## config.mk

```make
export PLATFORM = sky130hd
export DESIGN_NAME = act_seg_select_flat
export DESIGN_NICKNAME = d
export VERILOG_FILES = /design/src/rtl/act_seg_select_if.sv /design/src/rtl/act_seg_select.sv /design/src/flat_wrapper.sv
export SDC_FILE = /design/constraint.sdc
export NUM_CORES = 1
export LEC_CHECK = 0
export ABC_AREA = 1
export BUFFER_PORTS_ARGS = -buffer_cell sky130_fd_sc_hd__clkbuf_2
export CORE_ASPECT_RATIO = 1.5
export CORE_UTILIZATION = 41
export CTS_CLUSTER_DIAMETER = 30
export DETAILED_ROUTE_END_ITERATION = 8
export GPL_TIMING_DRIVEN = 1
export PLACE_DENSITY_LB_ADDON = 0.12
export SLEW_MARGIN = 25
export SYNTH_ARGS = -nofsm -noshare
export SYNTH_HDL_FRONTEND = slang
export SYNTH_SLANG_ARGS = --single-unit
export TNS_END_PERCENT = 20
```

## constraint.sdc

```tcl
create_clock -name i_clk -period 7.1 [get_ports i_clk]
set_input_delay 1.42 -clock i_clk [delete_from_list [all_inputs] [get_ports i_clk]]
set_output_delay 1.42 -clock i_clk [all_outputs]
set_load 0.005 [all_outputs]
```

## src/rtl/act_seg_select_if.sv

```systemverilog
// Sample stream into act_seg_select and the coefficient/clamp stream it feeds to linear_fun.
// Pure wiring with no storage, so it adds no latency.
// The stream has no backpressure: the slave takes every valid sample, and the master takes every output.
interface act_seg_select_if #(
    parameter int DATA_WIDTH  = 8,
    parameter int COE_A_WIDTH = 8,
    parameter int COE_B_WIDTH = 16
);
    // upstream sample stream
    logic                               i_dat_vld;
    logic [DATA_WIDTH-1:0]              i_dat;
    logic                               i_last;

    // downstream stream, aligned for linear_fun
    logic                               o_vld;
    logic [DATA_WIDTH-1:0]              o_dat;
    logic [COE_A_WIDTH+COE_B_WIDTH-1:0] o_act_coe;
    logic                               o_max_value_en;
    logic                               o_min_value_en;
    logic [DATA_WIDTH-1:0]              o_max_value;
    logic [DATA_WIDTH-1:0]              o_min_value;

    // segment selector side
    modport slave (
        input  i_dat_vld, i_dat, i_last,
        output o_vld, o_dat, o_act_coe, o_max_value_en, o_min_value_en,
               o_max_value, o_min_value
    );

    // producer / consumer side
    modport master (
        output i_dat_vld, i_dat, i_last,
        input  o_vld, o_dat, o_act_coe, o_max_value_en, o_min_value_en,
               o_max_value, o_min_value
    );
endinterface

```

## src/rtl/act_seg_select.sv

```systemverilog
// Piecewise-linear segment selector: it picks the {a,b} coefficients and the clamp enables for each signed sample.
// Latency is 2 cycles from an accepted sample to o_vld; a start/drain FSM frames each run.
// There is no backpressure: every sample in RUN is accepted, and the optional counters are enabled by ACT_SEG_CNT_EN.
module act_seg_select #(
    parameter int DATA_WIDTH  = 8,
    parameter int COE_A_WIDTH = 8,
    parameter int COE_B_WIDTH = 16,
    parameter int SEG_NUM     = 8,
    parameter int ADDR_W      = 5
) (
    input  logic                               i_clk,
    input  logic                               i_rst_n,
    input  logic                               i_cfg_we,
    input  logic [ADDR_W-1:0]                  i_cfg_addr,
    input  logic [COE_A_WIDTH+COE_B_WIDTH-1:0] i_cfg_wdata,
    output logic                               o_cfg_err,
    input  logic                               i_start,
    output logic                               o_busy,
    output logic                               o_done,
    act_seg_select_if.slave                    bus,
    output logic [15:0]                        o_max_cnt,
    output logic [15:0]                        o_min_cnt
);

    localparam int COE_W  = COE_A_WIDTH + COE_B_WIDTH;
    localparam int BP_NUM = SEG_NUM - 1;
    localparam int IDX_W  = $clog2(SEG_NUM);

    // config map boundaries
    localparam logic [ADDR_W-1:0] ADDR_BP_END   = ADDR_W'(BP_NUM);
    localparam logic [ADDR_W-1:0] ADDR_COEF_LO  = ADDR_W'(SEG_NUM);
    localparam logic [ADDR_W-1:0] ADDR_COEF_END = ADDR_W'(2 * SEG_NUM);
    localparam logic [ADDR_W-1:0] ADDR_MAX      = ADDR_W'(2 * SEG_NUM);
    localparam logic [ADDR_W-1:0] ADDR_MIN      = ADDR_W'(2 * SEG_NUM + 1);

    localparam logic signed [DATA_WIDTH-1:0] MAX_RST = {1'b0, {(DATA_WIDTH-1){1'b1}}};
    localparam logic signed [DATA_WIDTH-1:0] MIN_RST = {1'b1, {(DATA_WIDTH-1){1'b0}}};

    // run control FSM
    localparam logic [1:0] ST_IDLE  = 2'd0;
    localparam logic [1:0] ST_RUN   = 2'd1;
    localparam logic [1:0] ST_DRAIN = 2'd2;

    logic [1:0] state;
    logic       drain_cnt;
    logic       start_ok;
    logic       accept;

    // config table
    logic signed [DATA_WIDTH-1:0] bp [BP_NUM];
    logic [COE_W-1:0]             coef [SEG_NUM];
    logic signed [DATA_WIDTH-1:0] max_val;
    logic signed [DATA_WIDTH-1:0] min_val;

    logic             hit_bp;
    logic             hit_coef;
    logic             hit_max;
    logic             hit_min;
    logic             cfg_wr;
    logic             cfg_err_nxt;
    logic [IDX_W-1:0] wr_idx;

    // stage 1
    logic signed [DATA_WIDTH-1:0] din;
    logic [BP_NUM-1:0]            ge;
    logic                         max_hit;
    logic                         min_hit;
    logic                         s1_vld;
    logic [BP_NUM-1:0]            s1_ge;
    logic [DATA_WIDTH-1:0]        s1_dat;
    logic                         s1_max;
    logic                         s1_min;

    // stage 2
    logic [IDX_W-1:0]      seg_idx;
    logic [COE_W-1:0]      coef_sel;
    logic                  out_vld;
    logic [DATA_WIDTH-1:0] out_dat;
    logic [COE_W-1:0]      out_coe;
    logic                  out_max_en;
    logic                  out_min_en;

    assign start_ok = i_start && (state == ST_IDLE);
    assign accept   = bus.i_dat_vld && (state == ST_RUN);
    assign o_busy   = (state != ST_IDLE);

    // IDLE waits for start, RUN waits for the last sample, and DRAIN lets the 2-stage pipe empty
    always_ff @(posedge i_clk or negedge i_rst_n) begin
        if (!i_rst_n) begin
            state     <= ST_IDLE;
            drain_cnt <= 1'b0;
            o_done    <= 1'b0;
        end else begin
            o_done <= 1'b0;
            case (state)
                ST_IDLE: begin
                    if (i_start) begin
                        state <= ST_RUN;
                    end
                end
                ST_RUN: begin
                    if (bus.i_dat_vld && bus.i_last) begin
                        state     <= ST_DRAIN;
                        drain_cnt <= 1'b0;
                    end
                end
                ST_DRAIN: begin
                    // done is registered one cycle early so it lands with the last o_vld
                    if (drain_cnt == 1'b0) begin
                        drain_cnt <= 1'b1;
                        o_done    <= 1'b1;
                    end else begin
                        state <= ST_IDLE;
                    end
                end
                default: begin
                    state <= ST_IDLE;
                end
            endcase
        end
    end

    // decode config address, and reject unmapped addresses or any write outside IDLE
    always_comb begin
        hit_bp      = (i_cfg_addr < ADDR_BP_END);
        hit_coef    = (i_cfg_addr >= ADDR_COEF_LO) && (i_cfg_addr < ADDR_COEF_END);
        hit_max     = (i_cfg_addr == ADDR_MAX);
        hit_min     = (i_cfg_addr == ADDR_MIN);
        cfg_wr      = i_cfg_we && (state == ST_IDLE);
        cfg_err_nxt = i_cfg_we &&
                      ((state != ST_IDLE) || !(hit_bp || hit_coef || hit_max || hit_min));
        // SEG_NUM is a power of two, so the low bits index both the breakpoints and the coefficients
        wr_idx      = i_cfg_addr[IDX_W-1:0];
    end

    // config table storage, which reset returns to its defaults
    always_ff @(posedge i_clk or negedge i_rst_n) begin
        if (!i_rst_n) begin
            for (int k = 0; k < BP_NUM; k++) begin
                bp[k] <= '0;
            end
            for (int k = 0; k < SEG_NUM; k++) begin
                coef[k] <= '0;
            end
            max_val <= MAX_RST;
            min_val <= MIN_RST;
        end else if (cfg_wr) begin
            if (hit_bp) begin
                bp[wr_idx] <= i_cfg_wdata[DATA_WIDTH-1:0];
            end
            if (hit_coef) begin
                coef[wr_idx] <= i_cfg_wdata;
            end
            if (hit_max) begin
                max_val <= i_cfg_wdata[DATA_WIDTH-1:0];
            end
            if (hit_min) begin
                min_val <= i_cfg_wdata[DATA_WIDTH-1:0];
            end
        end
    end

    // report a rejected write one cycle after it
    always_ff @(posedge i_clk or negedge i_rst_n) begin
        if (!i_rst_n) begin
            o_cfg_err <= 1'b0;
        end else begin
            o_cfg_err <= cfg_err_nxt;
        end
    end

    assign din = bus.i_dat;

    // compare the sample against every breakpoint and both clamps, with max taking priority
    always_comb begin
        ge = '0;
        for (int k = 0; k < BP_NUM; k++) begin
            ge[k] = (din >= bp[k]);
        end
        max_hit = (din >= max_val);
        min_hit = !max_hit && (din <= min_val);
    end

    // stage 1 registers the compare results and the sample
    always_ff @(posedge i_clk or negedge i_rst_n) begin
        if (!i_rst_n) begin
            s1_vld <= 1'b0;
            s1_ge  <= '0;
            s1_dat <= '0;
            s1_max <= 1'b0;
            s1_min <= 1'b0;
        end else begin
            s1_vld <= accept;
            if (accept) begin
                s1_ge  <= ge;
                s1_dat <= bus.i_dat;
                s1_max <= max_hit;
                s1_min <= min_hit;
            end
        end
    end

    // the thermometer count of passed breakpoints gives the segment index, which selects the coefficient word
    always_comb begin
        seg_idx = '0;
        for (int k = 0; k < BP_NUM; k++) begin
            seg_idx = seg_idx + IDX_W'(s1_ge[k]);
        end
        coef_sel = coef[seg_idx];
    end

    // stage 2 output registers, where data holds while idle and the enables are qualified by valid
    always_ff @(posedge i_clk or negedge i_rst_n) begin
        if (!i_rst_n) begin
            out_vld    <= 1'b0;
            out_dat    <= '0;
            out_coe    <= '0;
            out_max_en <= 1'b0;
            out_min_en <= 1'b0;
        end else begin
            out_vld    <= s1_vld;
            out_max_en <= s1_vld && s1_max;
            out_min_en <= s1_vld && s1_min;
            if (s1_vld) begin
                out_dat <= s1_dat;
                out_coe <= coef_sel;
            end
        end
    end

    assign bus.o_vld          = out_vld;
    assign bus.o_dat          = out_dat;
    assign bus.o_act_coe      = out_coe;
    assign bus.o_max_value_en = out_max_en;
    assign bus.o_min_value_en = out_min_en;
    assign bus.o_max_value    = max_val;
    assign bus.o_min_value    = min_val;

`ifdef ACT_SEG_CNT_EN
    logic [15:0] max_cnt;
    logic [15:0] min_cnt;

    // saturating clamp-event counters, cleared when a new run is accepted
    always_ff @(posedge i_clk or negedge i_rst_n) begin
        if (!i_rst_n) begin
            max_cnt <= '0;
            min_cnt <= '0;
        end else if (start_ok) begin
            max_cnt <= '0;
            min_cnt <= '0;
        end else begin
            if (out_vld && out_max_en && (max_cnt != 16'hFFFF)) begin
                max_cnt <= max_cnt + 16'd1;
            end
            if (out_vld && out_min_en && (min_cnt != 16'hFFFF)) begin
                min_cnt <= min_cnt + 16'd1;
            end
        end
    end

    assign o_max_cnt = max_cnt;
    assign o_min_cnt = min_cnt;
`else
    logic unused_start_ok;
    assign unused_start_ok = start_ok;
    assign o_max_cnt       = '0;
    assign o_min_cnt       = '0;
`endif

endmodule

```

## src/flat_wrapper.sv

```systemverilog
// flat-port wrapper written by rule: the top's interface ports become plain ports
module act_seg_select_flat 
#(
    parameter int DATA_WIDTH  = 8,
    parameter int COE_A_WIDTH = 8,
    parameter int COE_B_WIDTH = 16,
    parameter int SEG_NUM     = 8,
    parameter int ADDR_W      = 5
)
  (i_clk, i_rst_n, i_cfg_we, i_cfg_addr, i_cfg_wdata, o_cfg_err, i_start, o_busy, o_done, o_max_cnt, o_min_cnt, bus_i_dat_vld, bus_i_dat, bus_i_last, bus_o_vld, bus_o_dat, bus_o_act_coe, bus_o_max_value_en, bus_o_min_value_en, bus_o_max_value, bus_o_min_value);
  act_seg_select_if #(.DATA_WIDTH(DATA_WIDTH), .COE_A_WIDTH(COE_A_WIDTH), .COE_B_WIDTH(COE_B_WIDTH)) bus_i ();
  input  logic i_clk;
  input  logic i_rst_n;
  input  logic i_cfg_we;
  input  logic [ADDR_W-1:0] i_cfg_addr;
  input  logic [COE_A_WIDTH+COE_B_WIDTH-1:0] i_cfg_wdata;
  output logic o_cfg_err;
  input  logic i_start;
  output logic o_busy;
  output logic o_done;
  output logic [15:0] o_max_cnt;
  output logic [15:0] o_min_cnt;
  input wire logic [$bits(bus_i.i_dat_vld)-1:0] bus_i_dat_vld;
  input wire logic [$bits(bus_i.i_dat)-1:0] bus_i_dat;
  input wire logic [$bits(bus_i.i_last)-1:0] bus_i_last;
  output wire logic [$bits(bus_i.o_vld)-1:0] bus_o_vld;
  output wire logic [$bits(bus_i.o_dat)-1:0] bus_o_dat;
  output wire logic [$bits(bus_i.o_act_coe)-1:0] bus_o_act_coe;
  output wire logic [$bits(bus_i.o_max_value_en)-1:0] bus_o_max_value_en;
  output wire logic [$bits(bus_i.o_min_value_en)-1:0] bus_o_min_value_en;
  output wire logic [$bits(bus_i.o_max_value)-1:0] bus_o_max_value;
  output wire logic [$bits(bus_i.o_min_value)-1:0] bus_o_min_value;
  assign bus_i.i_dat_vld = bus_i_dat_vld;
  assign bus_i.i_dat = bus_i_dat;
  assign bus_i.i_last = bus_i_last;
  assign bus_o_vld = bus_i.o_vld;
  assign bus_o_dat = bus_i.o_dat;
  assign bus_o_act_coe = bus_i.o_act_coe;
  assign bus_o_max_value_en = bus_i.o_max_value_en;
  assign bus_o_min_value_en = bus_i.o_min_value_en;
  assign bus_o_max_value = bus_i.o_max_value;
  assign bus_o_min_value = bus_i.o_min_value;
  act_seg_select #(.DATA_WIDTH(DATA_WIDTH), .COE_A_WIDTH(COE_A_WIDTH), .COE_B_WIDTH(COE_B_WIDTH), .SEG_NUM(SEG_NUM), .ADDR_W(ADDR_W)) u_core (.i_clk(i_clk), .i_rst_n(i_rst_n), .i_cfg_we(i_cfg_we), .i_cfg_addr(i_cfg_addr), .i_cfg_wdata(i_cfg_wdata), .o_cfg_err(o_cfg_err), .i_start(i_start), .o_busy(o_busy), .o_done(o_done), .bus(bus_i), .o_max_cnt(o_max_cnt), .o_min_cnt(o_min_cnt));
endmodule
```

# == Word level (Yosys, flattened, before mapping) ==
# Index checks and enable logic that the tools add are counted.
# classes
n_mul,0
div_mod_pow,0
muxes,17
n_addsub,6
n_eq_ne,7
n_reduce_logical,24
order_cmp,15
n_shift,0
bitwise,2
# ops
operator,count
192-bit bitwise mux,1
24-bit binary-select mux with 3-bit select,1
24-bit demux with 3-bit select,1
24-bit two-way mux,3
8-bit >= comparator,8
56-bit bitwise mux,1
8-bit demux with 3-bit select,1
3-bit by 1-bit adder with 3-bit output,5
"5-bit equality test, second input constant",2
2-bit AND reduction,5
1-bit logical AND,9
"4-bit >= comparator, second input constant",2
8-bit <= comparator,1
8-bit two-way mux,1
3-bit NOT with 4-bit output,2
2-bit two-way mux,3
2-bit case mux with 3 select lines,1
"5-bit by 4-bit >= comparator with 1-bit output, second input constant",1
"5-bit by 3-bit < comparator with 1-bit output, second input constant",1
"5-bit < comparator, second input constant",1
1-bit logical OR,4
"4-bit by 1-bit < comparator with 1-bit output, second input constant",1
"2-bit != test, second input constant",2
2-bit nonzero test,2
other kinds (9),12
# word_totals
out_inout_bits,86
elab_cells,102
latchBits,0
register_bits,322
inputBits,43
romBits,0
mem_count,0
ram_bits,0

# == Longest topological paths before layout ==
# Gate-level depths: netlist of run 1.
# logic_depth
ltp_word,10
depth_mapped,16
mapped_depth_nobuf,14

# == Least setup slack after synthesis of run 1 ==
# No wires, ideal clock.
# synth_timing
kind,reg-to-reg
from,register u_core.s1_ge[0]
to,register u_core.out_coe[22] (netlist: u_core.bus.o_act_coe[22])
t_required_ps,6964
slack_ps,3803
t_arrival_ps,3160
path_buffers,3
path_stages_with_launch,17
synth_period_minus_slack_ps,3297
setup_ps,136
cell_sequence,dfrtp_1 > ha_1 > inv_1 > fa_1 > fa_1 > inv_1 > ha_1 > inv_1 > fa_1 > clkbuf_1 > buf_2 > buf_2 > nor2_1 > o21ai_0 > o211ai_1 > o211ai_1 > o21ai_0
# synth_between
elab_chain_cells,10
# synth_lines
item,line,text
start: declaration,act_seg_select.sv:69,logic [BP_NUM-1:0] s1_ge;
start signal: assignment,act_seg_select.sv:195,s1_ge <= ge;
1-bit by 1-bit adder with 2-bit output,act_seg_select.sv:207,seg_idx = seg_idx + IDX_W'(s1_ge[k]);
3-bit by 1-bit adder with 3-bit output (5 in series),act_seg_select.sv:207,
3-bit NOT with 4-bit output (not written as such),act_seg_select.sv:209,coef_sel = coef[seg_idx];
24-bit binary-select mux with 3-bit select,act_seg_select.sv:209,
24-bit two-way mux (not written as such) (2 in series),act_seg_select.sv:209,
end signal: assignment,act_seg_select.sv:226,out_coe <= coef_sel;
end: declaration,act_seg_select.sv:79,logic [COE_W-1:0] out_coe;
# No other way between the ends. The select of a mux whose other input is x is not followed.
# A chain may end at the register's enable or synchronous reset.

# == Worst setup path in the final report of run 1 ==
# layout_timing
from,register u_core.s1_ge[0]
to,register u_core.out_coe[15] (netlist: u_core.bus.o_act_coe[15])
# The elaborated chain is that of the path after synthesis.

==> PnR_summary.wiki, run 1 <==
{| class="wikitable"
! Metric !! Value
|-
| Netlist area before placement || 15500 um^2
|-
| Total global routing overflow || 0
|-
| Count of filler cells inserted in the layout || 3749
|-
| Outcome || finished, final reports clean
|-
| Count of routing violations after the opening detailed-route iteration || 649
|-
| Share of flip-flops with an asynchronous set or reset after synthesis || 1.00
|-
| Synth Register Bits || 322
|-
| Library cell with the largest summed area after synthesis || sky130_fd_sc_hd__dfrtp_1
|-
| 1st-pass router iterations || 5
|-
| Sequential cell area || 8070 um^2
|-
| Sequential cell area fraction in the yosys report || 0.519
|-
| DIE AREA || 38700 um^2
|-
| Top FF cell, synth || sky130_fd_sc_hd__dfrtp_1
|-
| Max-cap check violation count || 0
|-
| Wire length per cell || 16.8 um
|-
| Antenna Cells || 0
|-
| Min-Delay Path Class || flip-flop to flip-flop
|-
| Post-route minimum period || 3980 ps
|-
| Pin count of the biggest net entering global routing || 114
|-
| Required time worst endpoint || 7600 ps
|-
| Yosys top cell area share || 0.506
|-
| Largest fanout of any net on the critical path || 96
|-
| Post-Route Skew || 28.5 ps
|-
| Height of the die || 240 um
|-
| Number of buffers inserted during clock tree synthesis || 59
|-
| Most instantiated library cell after synthesis || sky130_fd_sc_hd__nand2_1
|-
| Final setup violation count || 0
|-
| Root cell of the clock tree || sky130_fd_sc_hd__clkbuf_16
|-
| Post-Route WL || 40800 um
|-
| Cell types with the highest counts after synthesis || sky130_fd_sc_hd__nand2_1 (392), sky130_fd_sc_hd__o21ai_0 (388), sky130_fd_sc_hd__dfrtp_1 (314), sky130_fd_sc_hd__nor2_1 (194), sky130_fd_sc_hd__inv_1 (162)
|-
| Max Transition Viols Final || 0
|-
| Final Hold Viols || 0
|-
| Vias in the first global route || 12400
|-
| Setup repair after global routing missed its margin || false
|-
| Synthesis-to-finish area growth || 17.9%
|-
| Data arrival at the endpoint of the critical path || 4480 ps
|-
| Sort of element at the start of the critical path || flip-flop
|-
| Slew of the pin with the lowest slew margin || 1040 ps
|-
| Layout cell share with drive strength beyond 1 || 0.125
|-
| Aggregate global-route resource usage || 0.221
|-
| Number of input and output port buffers inserted || 96
|-
| Number of instances in the placed design || 2323
|-
| Detailed-route via count || 12400
|-
| DRC || 0
|-
| Mean area per synthesized cell || 8.48 um^2
|-
| H-tree level count || 2
|-
| DRT antenna net count || 0
|-
| Nets || 2017
|-
| Number of top-level pins || 129
|-
| Routability-driven placement congestion ratio || 0.807
|-
| Crit Path Class || flip-flop to flip-flop
|-
| Worst slew margin relative to its limit || 0.304
|-
| HPWL after detailed placement || 23600 um
|-
| Instance count of the mapped netlist || 1832
|-
| Top cells by area, synth || sky130_fd_sc_hd__dfrtp_1 (51%), sky130_fd_sc_hd__o21ai_0 (12%), sky130_fd_sc_hd__nand2_1 (9.5%), sky130_fd_sc_hd__ha_1 (6.0%), sky130_fd_sc_hd__nor2_1 (4.7%)
|-
| Final Instance Count excl. Fillers || 2432
|-
| Hold buffers post-CTS || 0
|-
| Number of warning messages in the yosys log || 0
|-
| Placeable Area || 37400 um^2
|-
| Clock latency on the worst-skew pair || 580 ps
|-
| Count of flip-flops with a built-in enable after synthesis || 0
|-
| Num rows || 87
|-
| Multi-input combinational cell area || 6350 um^2
|-
| Max clock buf depth || 3
|-
| Total of cells resized after clock tree synthesis || 0
|-
| Number of unique standard cell types used by synthesis || 31
|-
| Routed vias/inst || 5.08
|-
| Number of buffers inserted by post-CTS setup repair || 0
|-
| Starting Density || 0.415
|-
| Summed negative setup slack over all endpoints || 0 ps
|-
| Register clock-pin slew on the reported worst setup and hold paths || 50 ps
|-
| Number of antenna violations at the first check in global routing || 0
|-
| Global-route wire length before repair || 66700 um
|-
| Worst Setup End Kind || flip-flop
|-
| Width of the die || 161 um
|-
| Final clock period utilization by the worst path || 0.560
|-
| TritonCTS clock tree || done
|-
| Setup slack on the worst flop-to-flop path || 3120 ps
|-
| Num Clock Sinks || 322
|-
| Max frequency || 251 MHz
|}
final cells by class:
| class | count | area share |
|---|---|---|
| clock buffers | 78 | 0.0905 |
| clock inverters | 30 | 0.0229 |
| inverters | 162 | 0.0332 |
| multi-input cells | 1245 | 0.347 |
| flip-flops and latches | 322 | 0.440 |
| well taps | 489 | 0.0334 |
| repair buffers | 106 | 0.0329 |
final timing paths:
kind                             startpoint  depth (start not counted)                       end
max in group asynchronous           i_rst_n                          3           u_core.coef[95]
min in group asynchronous           i_rst_n                          1       u_core.bus.o_dat[4]
max                         u_core.s1_ge[0]                         13  u_core.bus.o_act_coe[15]
max reg2reg                 u_core.s1_ge[0]                         13  u_core.bus.o_act_coe[15]
min                        u_core.drain_cnt                          1             u_core.o_done
min reg2reg                u_core.drain_cnt                          1             u_core.o_done
worst max-delay path, stage by stage, from the launching register on:
cell                       delay [ps]
sky130_fd_sc_hd__dfrtp_1          370
sky130_fd_sc_hd__ha_1             270
sky130_fd_sc_hd__inv_1             40
sky130_fd_sc_hd__fa_1             490
sky130_fd_sc_hd__fa_1             420
sky130_fd_sc_hd__inv_1             70
sky130_fd_sc_hd__ha_2             150
sky130_fd_sc_hd__inv_1             50
sky130_fd_sc_hd__fa_2             510
sky130_fd_sc_hd__buf_4            770
sky130_fd_sc_hd__o21ai_0          270
sky130_fd_sc_hd__o21ai_0          220
sky130_fd_sc_hd__o211ai_1         100
sky130_fd_sc_hd__o21ai_1          110
cells in the final DEF, fill, tap and decap left out, types with 2 or more instances in the layout:
master,netlist,layout
sky130_fd_sc_hd__ha_1,75,74
sky130_fd_sc_hd__a21oi_1,36,36
sky130_fd_sc_hd__nor3_1,5,5
sky130_fd_sc_hd__conb_1,1,32
sky130_fd_sc_hd__fa_1,3,2
sky130_fd_sc_hd__nand2_2,1,3
sky130_fd_sc_hd__clkinv_2,0,14
sky130_fd_sc_hd__dfrtp_1,314,313
sky130_fd_sc_hd__nand2_4,0,6
sky130_fd_sc_hd__nand4_1,2,2
sky130_fd_sc_hd__o21ai_1,31,31
sky130_fd_sc_hd__nand2_1,392,384
sky130_fd_sc_hd__clkbuf_1,52,8
sky130_fd_sc_hd__clkbuf_2,0,95
sky130_fd_sc_hd__o211ai_1,49,49
sky130_fd_sc_hd__clkbuf_8,0,11
sky130_fd_sc_hd__bufinv_16,0,10
sky130_fd_sc_hd__mux2_2,8,8
sky130_fd_sc_hd__clkinvlp_4,0,3
sky130_fd_sc_hd__inv_1,162,161
sky130_fd_sc_hd__dfstp_2,8,8
sky130_fd_sc_hd__buf_4,32,7
sky130_fd_sc_hd__o21ai_0,388,388
sky130_fd_sc_hd__a21boi_0,4,4
sky130_fd_sc_hd__clkbuf_16,0,59
sky130_fd_sc_hd__inv_6,0,2
sky130_fd_sc_hd__nor2_4,2,2
sky130_fd_sc_hd__o21a_1,3,3
sky130_fd_sc_hd__or2_2,4,4
sky130_fd_sc_hd__nand3_1,11,11
sky130_fd_sc_hd__nor2_1,194,194
layer usage:
| layer | global-route usage | part of all wire |
|---|---|---|
| met1 | 0.265 | 0.43 |
| met2 | 0.400 | 0.50 |
| met3 | 0.0319 | 0.042 |
| met4 | 0.0758 | 0.028 |
| met5 | 0 | 0 |
metrics by stage:
stage | instance area, um^2 | setup slack [ps] | hold slack [ps] | utilization
after floorplan | 15700 | 3800 | 406 | -
after global placement | 16200 | 3170 | 436 | 0.432
after detailed placement | 16200 | 3110 | 435 | 0.432
after CTS | 18300 | 3130 | 441 | 0.488
after global routing | 18300 | 2830 | 476 | 0.489
final | 18300 | 3120 | 444 | 0.489
registers in the layout (all words and copies together), names as in the netlist, 2 cells and up:
register	flops
u_core.coef	192
u_core.bus.o_max_value	8
u_core.bus.o_dat	8
u_core.state	2
u_core.bus.o_act_coe	24
u_core.s1_ge	7
u_core.bus.o_min_value	8
u_core.s1_dat	8
u_core.bp	56
cells by family after synthesis:
group / Yosys count / synth area share
buffers and inverters: 296 / 0.0837
multiplexers: 8 / 0.00580
other: 1 / 0.000241
AND/OR/NAND/NOR: 613 / 0.152
XOR/XNOR: 1 / 0.000564
AO/OA/AOI/OAI: 513 / 0.175
adder cells (fa/ha/maj): 78 / 0.0642
flip-flops: 322 / 0.519
Power of run 1 is not shown: default switching activity piles up to over one toggle a cycle in this logic, so the estimate is an artifact.
==> inputs of run 2 (changes only) <==
==> constraint.sdc (replaced) <==
create_clock -name i_clk -period 4.1 [get_ports i_clk]
set_input_delay 0.82 -clock i_clk [delete_from_list [all_inputs] [get_ports i_clk]]
set_output_delay 0.82 -clock i_clk [all_outputs]
set_load 0.005 [all_outputs]
==> PnR_summary.wiki, run 2 (synthesis results as in run 1) <==
{| class="wikitable"
! Metric !! Value
|-
| Final setup violation count || 0 (unchanged)
|-
| Root cell of the clock tree || sky130_fd_sc_hd__clkbuf_16
|-
| Aggregate global-route resource usage || 0.214 (-0.00656)
|-
| Height of the die || 240 um (unchanged)
|-
| Data arrival at the endpoint of the critical path || 3950 ps (-530 ps)
|-
| Starting Density || 0.415 (unchanged)
|-
| Detailed-route via count || 12300 (-0.83%)
|-
| 1st-pass router iterations || 5 (unchanged)
|-
| Layout cell share with drive strength beyond 1 || 0.130 (+0.00513)
|-
| Routability-driven placement congestion ratio || 0.802 (-0.63%)
|-
| Routed vias/inst || 5.02 (-1.2%)
|-
| Sort of element at the start of the critical path || flip-flop
|-
| Wire length per cell || 16.4 um (-2.5%)
|-
| Crit Path Class || flip-flop to flip-flop
|-
| Num rows || 87 (unchanged)
|-
| Worst slew margin relative to its limit || 0.315 (+0.0112)
|-
| Vias in the first global route || 12000 (-3.6%)
|-
| Critical path, cell by cell || ha_1 > inv_1 > fa_1 > fa_1 > inv_1 > ha_2 > inv_1 > fa_2 > buf_12 > nor2_1 > o21ai_0 > o21ai_0 > o211ai_1 > o21ai_1
|-
| Outcome || finished, final reports clean
|-
| Max frequency || 285 MHz (+13%)
|-
| Total global routing overflow || 0 (unchanged)
|-
| Setup slack on the worst flop-to-flop path || 590 ps (-2530 ps)
|-
| Min-Delay Path Class || input pin to async pin
|-
| Max-cap check violation count || 0 (unchanged)
|-
| HPWL after detailed placement || 23700 um (+0.37%)
|-
| Pin count of the biggest net entering global routing || 99 (-13%)
|-
| Number of antenna violations at the first check in global routing || 0 (unchanged)
|-
| Required time worst endpoint || 4550 ps (-3050 ps)
|-
| Synthesis-to-finish area growth || 18.8%
|-
| Global-route wire length before repair || 64800 um (-2.8%)
|-
| Total of cells resized after clock tree synthesis || 0 (unchanged)
|-
| Most frequent standard cell in the layout excluding fill and tap cells || sky130_fd_sc_hd__o21ai_0
|-
| Max Transition Viols Final || 0 (unchanged)
|-
| Critical path startpoint || u_core.s1_ge[0]
|-
| TritonCTS clock tree || done
|-
| RR Startpoint || u_core.s1_ge[0]
|-
| Hold buffers post-CTS || 0 (unchanged)
|-
| Count of routing violations after the opening detailed-route iteration || 668 (+2.9%)
|-
| Setup repair after global routing missed its margin || false
|-
| Placeable Area || 37400 um^2 (unchanged)
|-
| Summed negative setup slack over all endpoints || 0 ps (unchanged)
|-
| Clock latency on the worst-skew pair || 580 ps (about the same)
|-
| Number of buffers inserted by post-CTS setup repair || 0 (unchanged)
|-
| Slowest-stage cell, CP || sky130_fd_sc_hd__fa_2
|-
| DRT antenna net count || 0 (unchanged)
|-
| H-tree level count || 2 (unchanged)
|-
| Largest register FFs || 192 (unchanged)
|-
| Register clock-pin slew on the reported worst setup and hold paths || 50 ps (about the same)
|-
| Largest fanout of any net on the critical path || 96 (unchanged)
|-
| Commonest cells after routing, fill and taps aside || sky130_fd_sc_hd__o21ai_0 (388), sky130_fd_sc_hd__nand2_1 (385), sky130_fd_sc_hd__dfrtp_1 (313)
|-
| Width of the die || 161 um (unchanged)
|-
| Post-route minimum period || 3510 ps (-469 ps)
|-
| Count of filler cells inserted in the layout || 3674 (-2.0%)
|-
| Cell occurring most often along the worst timing path || sky130_fd_sc_hd__inv_1
|-
| Final Hold Viols || 0 (unchanged)
|-
| Slew of the pin with the lowest slew margin || 1020 ps (-20.4 ps)
|-
| Post-Route WL || 39900 um (-2.2%)
|-
| Multi-input combinational cell area || 6340 um^2 (-0.20%)
|-
| Capture instance of the worst register-to-register path || u_core.bus.o_act_coe[1]
|-
| Antenna Cells || 0 (unchanged)
|-
| Sequential cell area || 8070 um^2 (unchanged)
|-
| Max clock buf depth || 3 (unchanged)
|-
| Post-Route Skew || 22.2 ps (-6.35 ps)
|-
| Nets || 2020 (+0.15%)
|-
| Destination of the critical timing path || u_core.bus.o_act_coe[1]
|-
| Number of buffers inserted during clock tree synthesis || 60 (+1.7%)
|-
| DIE AREA || 38700 um^2 (unchanged)
|-
| Num Clock Sinks || 322 (unchanged)
|-
| DRC || 0 (unchanged)
|-
| Register name with the most flops || u_core.coef
|-
| Number of input and output port buffers inserted || 96 (unchanged)
|-
| Final clock period utilization by the worst path || 0.855 (+0.295)
|-
| Number of cell instances on the worst register-to-register path || 14 (+1)
|-
| Worst Setup End Kind || flip-flop
|-
| Number of top-level pins || 129 (unchanged)
|-
| Stage delay of the slowest cell on the critical path || 550 ps (-220 ps)
|}
## run 2: routing by layer
layer	track usage	share of wire
met1	0.266	0.43
met2	0.383	0.52
met3	0.0311	0.034
met4	0.0620	0.016
met5	0	0
## run 2: area by class of cell
class                           count  area share
Clock buffer                       78      0.0938
Sequential cell                   322       0.437
Timing Repair Buffer              108      0.0369
Inverter                          162      0.0329
Tap cell                          489      0.0331
Multi-Input combinational cell   1245       0.343
Clock inverter                     36      0.0229
## run 2: through the flow
stage / std cells / hold WS (ps) / utilization / cell area, um^2 / worst slack [ps]
after global placement: 2326 / 444 / 0.435 / 16300 / 589
final: 2440 / 232 / 0.493 / 18500 / 593
after floorplan: 1863 / 406 / - / 15700 / 803
after global routing: 2440 / 285 / 0.493 / 18500 / 379
after CTS: 2440 / 260 / 0.493 / 18400 / 549
after detailed placement: 2326 / 454 / 0.435 / 16300 / 579
## run 2: worst min-delay path by stage
| stage | start | to | slack, ps | depth (start not counted) |
|---|---|---|---|---|
| 3_3_place_gp | u_core.drain_cnt | u_core.o_done | 440 | 1 |
| 5_1_grt | i_rst_n | u_core.s1_dat[4] | 280 | 1 |
| 6_report | i_rst_n | u_core.bus.o_min_value_en | 230 | 1 |
| 2_1_floorplan | u_core.s1_vld | u_core.bus.o_vld | 410 | 0 |
| 4_1_cts | i_rst_n | u_core.s1_dat[4] | 260 | 1 |
| 3_5_place_dp | u_core.drain_cnt | u_core.o_done | 450 | 1 |
## run 2: critical path, delay by kind of cell (launching register included)
kind | cells | cell delay [ps]
fa+ha+maj | 5 | 1890
buf+inv | 4 | 530
compound gates | 4 | 480
flops | 1 | 370
simple gates | 1 | 90
Power of run 2 is left out for the same reason.
==> inputs of run 3 (changes only) <==
==> constraint.sdc (replaced) <==
create_clock -name i_clk -period 4.4 [get_ports i_clk]
set_input_delay 0.88 -clock i_clk [delete_from_list [all_inputs] [get_ports i_clk]]
set_output_delay 0.88 -clock i_clk [all_outputs]
set_load 0.005 [all_outputs]
==> PnR_summary.wiki, run 3 (synthesis results as in run 1) <==
{| class="wikitable"
! Metric !! Value
|-
| TritonCTS clock tree || done
|-
| DIE AREA || 38700 um^2 (unchanged)
|-
| Number of antenna violations at the first check in global routing || 0 (unchanged)
|-
| Post-route minimum period || 3680 ps (+177 ps)
|-
| Antenna Cells || 0 (unchanged)
|-
| Capture instance of the worst register-to-register path || u_core.bus.o_act_coe[14]
|-
| Required time worst endpoint || 4850 ps (+300 ps)
|-
| Height of the die || 240 um (unchanged)
|-
| Aggregate global-route resource usage || 0.219 (+0.00464)
|-
| Setup slack on the worst flop-to-flop path || 720 ps (+120 ps)
|-
| Count of routing violations after the opening detailed-route iteration || 621 (-7.0%)
|-
| Number of instances in the placed design || 2329 (+0.13%)
|-
| Number of buffers inserted by post-CTS setup repair || 0 (unchanged)
|-
| Vias in the first global route || 12500 (+4.0%)
|-
| Sort of element at the start of the critical path || flip-flop
|-
| Max-cap check violation count || 0 (unchanged)
|-
| Final Hold Viols || 0 (unchanged)
|-
| Synthesis-to-finish area growth || 18.5%
|-
| HPWL after detailed placement || 24400 um (+2.8%)
|-
| Routability-driven placement congestion ratio || 0.839 (+4.6%)
|-
| Clock latency on the worst-skew pair || 600 ps (+20 ps)
|-
| Width of the die || 161 um (unchanged)
|-
| Max clock buf depth || 3 (unchanged)
|-
| Routed metal-1 wirelength || 17200 um (-0.22%)
|-
| Routed length on met3 || 1550 um (+16%)
|-
| Number of buffers inserted during clock tree synthesis || 60 (unchanged)
|-
| Total global routing overflow || 0 (unchanged)
|-
| H-tree level count || 2 (unchanged)
|-
| Layout cell share with drive strength beyond 1 || 0.131 (+0.00103)
|-
| Placeable Area || 37400 um^2 (unchanged)
|-
| Final Instance Count excl. Fillers || 2440 (unchanged)
|-
| Number of cell instances on the worst register-to-register path || 14 (unchanged)
|-
| DRT antenna net count || 0 (unchanged)
|-
| Hold buffers post-CTS || 0 (unchanged)
|-
| Wire length per cell || 16.6 um (+1.3%)
|-
| Total of cells resized after clock tree synthesis || 0 (unchanged)
|-
| Most frequent standard cell in the layout excluding fill and tap cells || sky130_fd_sc_hd__o21ai_0
|-
| Register name with the most flops || u_core.coef
|-
| Starting Density || 0.415 (unchanged)
|-
| Num Clock Sinks || 322 (unchanged)
|-
| Num rows || 87 (unchanged)
|-
| Crit Path Class || flip-flop to flip-flop
|-
| Outcome || finished, final reports clean
|-
| Detailed-route via count || 12300 (-0.057%)
|-
| Routed vias/inst || 5.02 (about the same)
|-
| Max frequency || 271 MHz (-4.8%)
|-
| DRC || 0 (unchanged)
|-
| Max Transition Viols Final || 0 (unchanged)
|-
| Setup repair after global routing missed its margin || false
|-
| 1st-pass router iterations || 4 (-1)
|-
| Delay-heaviest family, CP || adder cells
|-
| Pre-CTS worst setup slack || 679 ps (+99.3 ps)
|-
| RR Startpoint || u_core.s1_ge[0]
|-
| Nets || 2023 (+0.15%)
|-
| Slowest-stage cell, CP || sky130_fd_sc_hd__fa_2
|-
| Root cell of the clock tree || sky130_fd_sc_hd__clkbuf_16
|-
| Post-Route WL || 40400 um (+1.3%)
|-
| Summed negative setup slack over all endpoints || 0 ps (unchanged)
|-
| Worst Setup End Kind || flip-flop
|-
| Met2 WL post-DR || 20600 um (-0.66%)
|-
| Min-Delay Path Class || input pin to async pin
|-
| Critical path buffers and inverters || 4 (unchanged)
|-
| Critical path, cell by cell || ha_1 > inv_1 > fa_1 > fa_1 > inv_1 > ha_2 > inv_1 > fa_2 > buf_12 > nor2_1 > o21ai_0 > o21ai_0 > o211ai_1 > o21ai_0
|-
| Number of top-level pins || 129 (unchanged)
|-
| Largest register FFs || 192 (unchanged)
|-
| Commonest cells after routing, fill and taps aside || sky130_fd_sc_hd__o21ai_0 (388), sky130_fd_sc_hd__nand2_1 (385), sky130_fd_sc_hd__dfrtp_1 (313)
|-
| Slew of the pin with the lowest slew margin || 1010 ps (-16.2 ps)
|-
| Pin count of the biggest net entering global routing || 107 (+8.1%)
|-
| Register clock-pin slew on the reported worst setup and hold paths || 50 ps (about the same)
|-
| Global-route wire length before repair || 66200 um (+2.2%)
|-
| Largest fanout of any net on the critical path || 56 (-42%)
|-
| Data arrival at the endpoint of the critical path || 4130 ps (+180 ps)
|-
| Number of input and output port buffers inserted || 96 (unchanged)
|-
| Top routing layer in use || met4
|-
| PnR worst setup slack || 715 ps (+123 ps)
|-
| Stage delay of the slowest cell on the critical path || 830 ps (+280 ps)
|-
| Post-Route Skew || 26.6 ps (+4.39 ps)
|-
| Worst slew margin relative to its limit || 0.328 (+0.0132)
|-
| Final clock period utilization by the worst path || 0.837 (-0.0180)
|-
| Final setup violation count || 0 (unchanged)
|}
-- run 3: worst max-delay path by stage --
stage                                           to  cells past startpoint            start  slack (ps)
after global routing       u_core.bus.o_act_coe[7]                     14  u_core.s1_ge[0]         430
after detailed placement  u_core.bus.o_act_coe[16]                     14  u_core.s1_ge[0]         680
after global placement    u_core.bus.o_act_coe[15]                     14  u_core.s1_ge[0]         750
after floorplan           u_core.bus.o_act_coe[22]                     16  u_core.s1_ge[0]        1100
after CTS                 u_core.bus.o_act_coe[19]                     14  u_core.s1_ge[0]         710
final                     u_core.bus.o_act_coe[14]                     14  u_core.s1_ge[0]         720
-- run 3: area by class of cell --
type	instances	area, um^2
Clock buffer	73	1660
Clock inverter	38	438
Fill cell	3730	19000
Inverter	162	608
Multi-Input combinational cell	1245	6340
Sequential cell	322	8070
Tap cell	489	612
Timing Repair Buffer	111	678
-- run 3: routing by layer --
layer	vias up	global-route usage
met5	-	0
met4	0	0.0783
met3	75	0.0331
met2	230	0.394
met1	5882	0.263
li1	6064	-
-- run 3: worst reg2reg max path, stage by stage, from the launching register on --
cell                       delay [ps]
sky130_fd_sc_hd__dfrtp_1          370
sky130_fd_sc_hd__ha_1             280
sky130_fd_sc_hd__inv_1             50
sky130_fd_sc_hd__fa_1             490
sky130_fd_sc_hd__fa_1             410
sky130_fd_sc_hd__inv_1             80
sky130_fd_sc_hd__ha_2             160
sky130_fd_sc_hd__inv_1             50
sky130_fd_sc_hd__fa_2             830
sky130_fd_sc_hd__buf_12           300
sky130_fd_sc_hd__nor2_1           110
sky130_fd_sc_hd__o21ai_0           70
sky130_fd_sc_hd__o21ai_0          100
sky130_fd_sc_hd__o211ai_1         160
sky130_fd_sc_hd__o21ai_0          110
-- run 3: metrics by stage --
step | instance area [um^2] | util | hold WS (ps)
after global placement | 16300 | 0.435 | 426
after floorplan | 15700 | - | 406
after CTS | 18400 | 0.491 | 398
after global routing | 18400 | 0.492 | 445
final | 18400 | 0.492 | 358
after detailed placement | 16300 | 0.435 | 435
Power of run 3 is left out for the same reason.
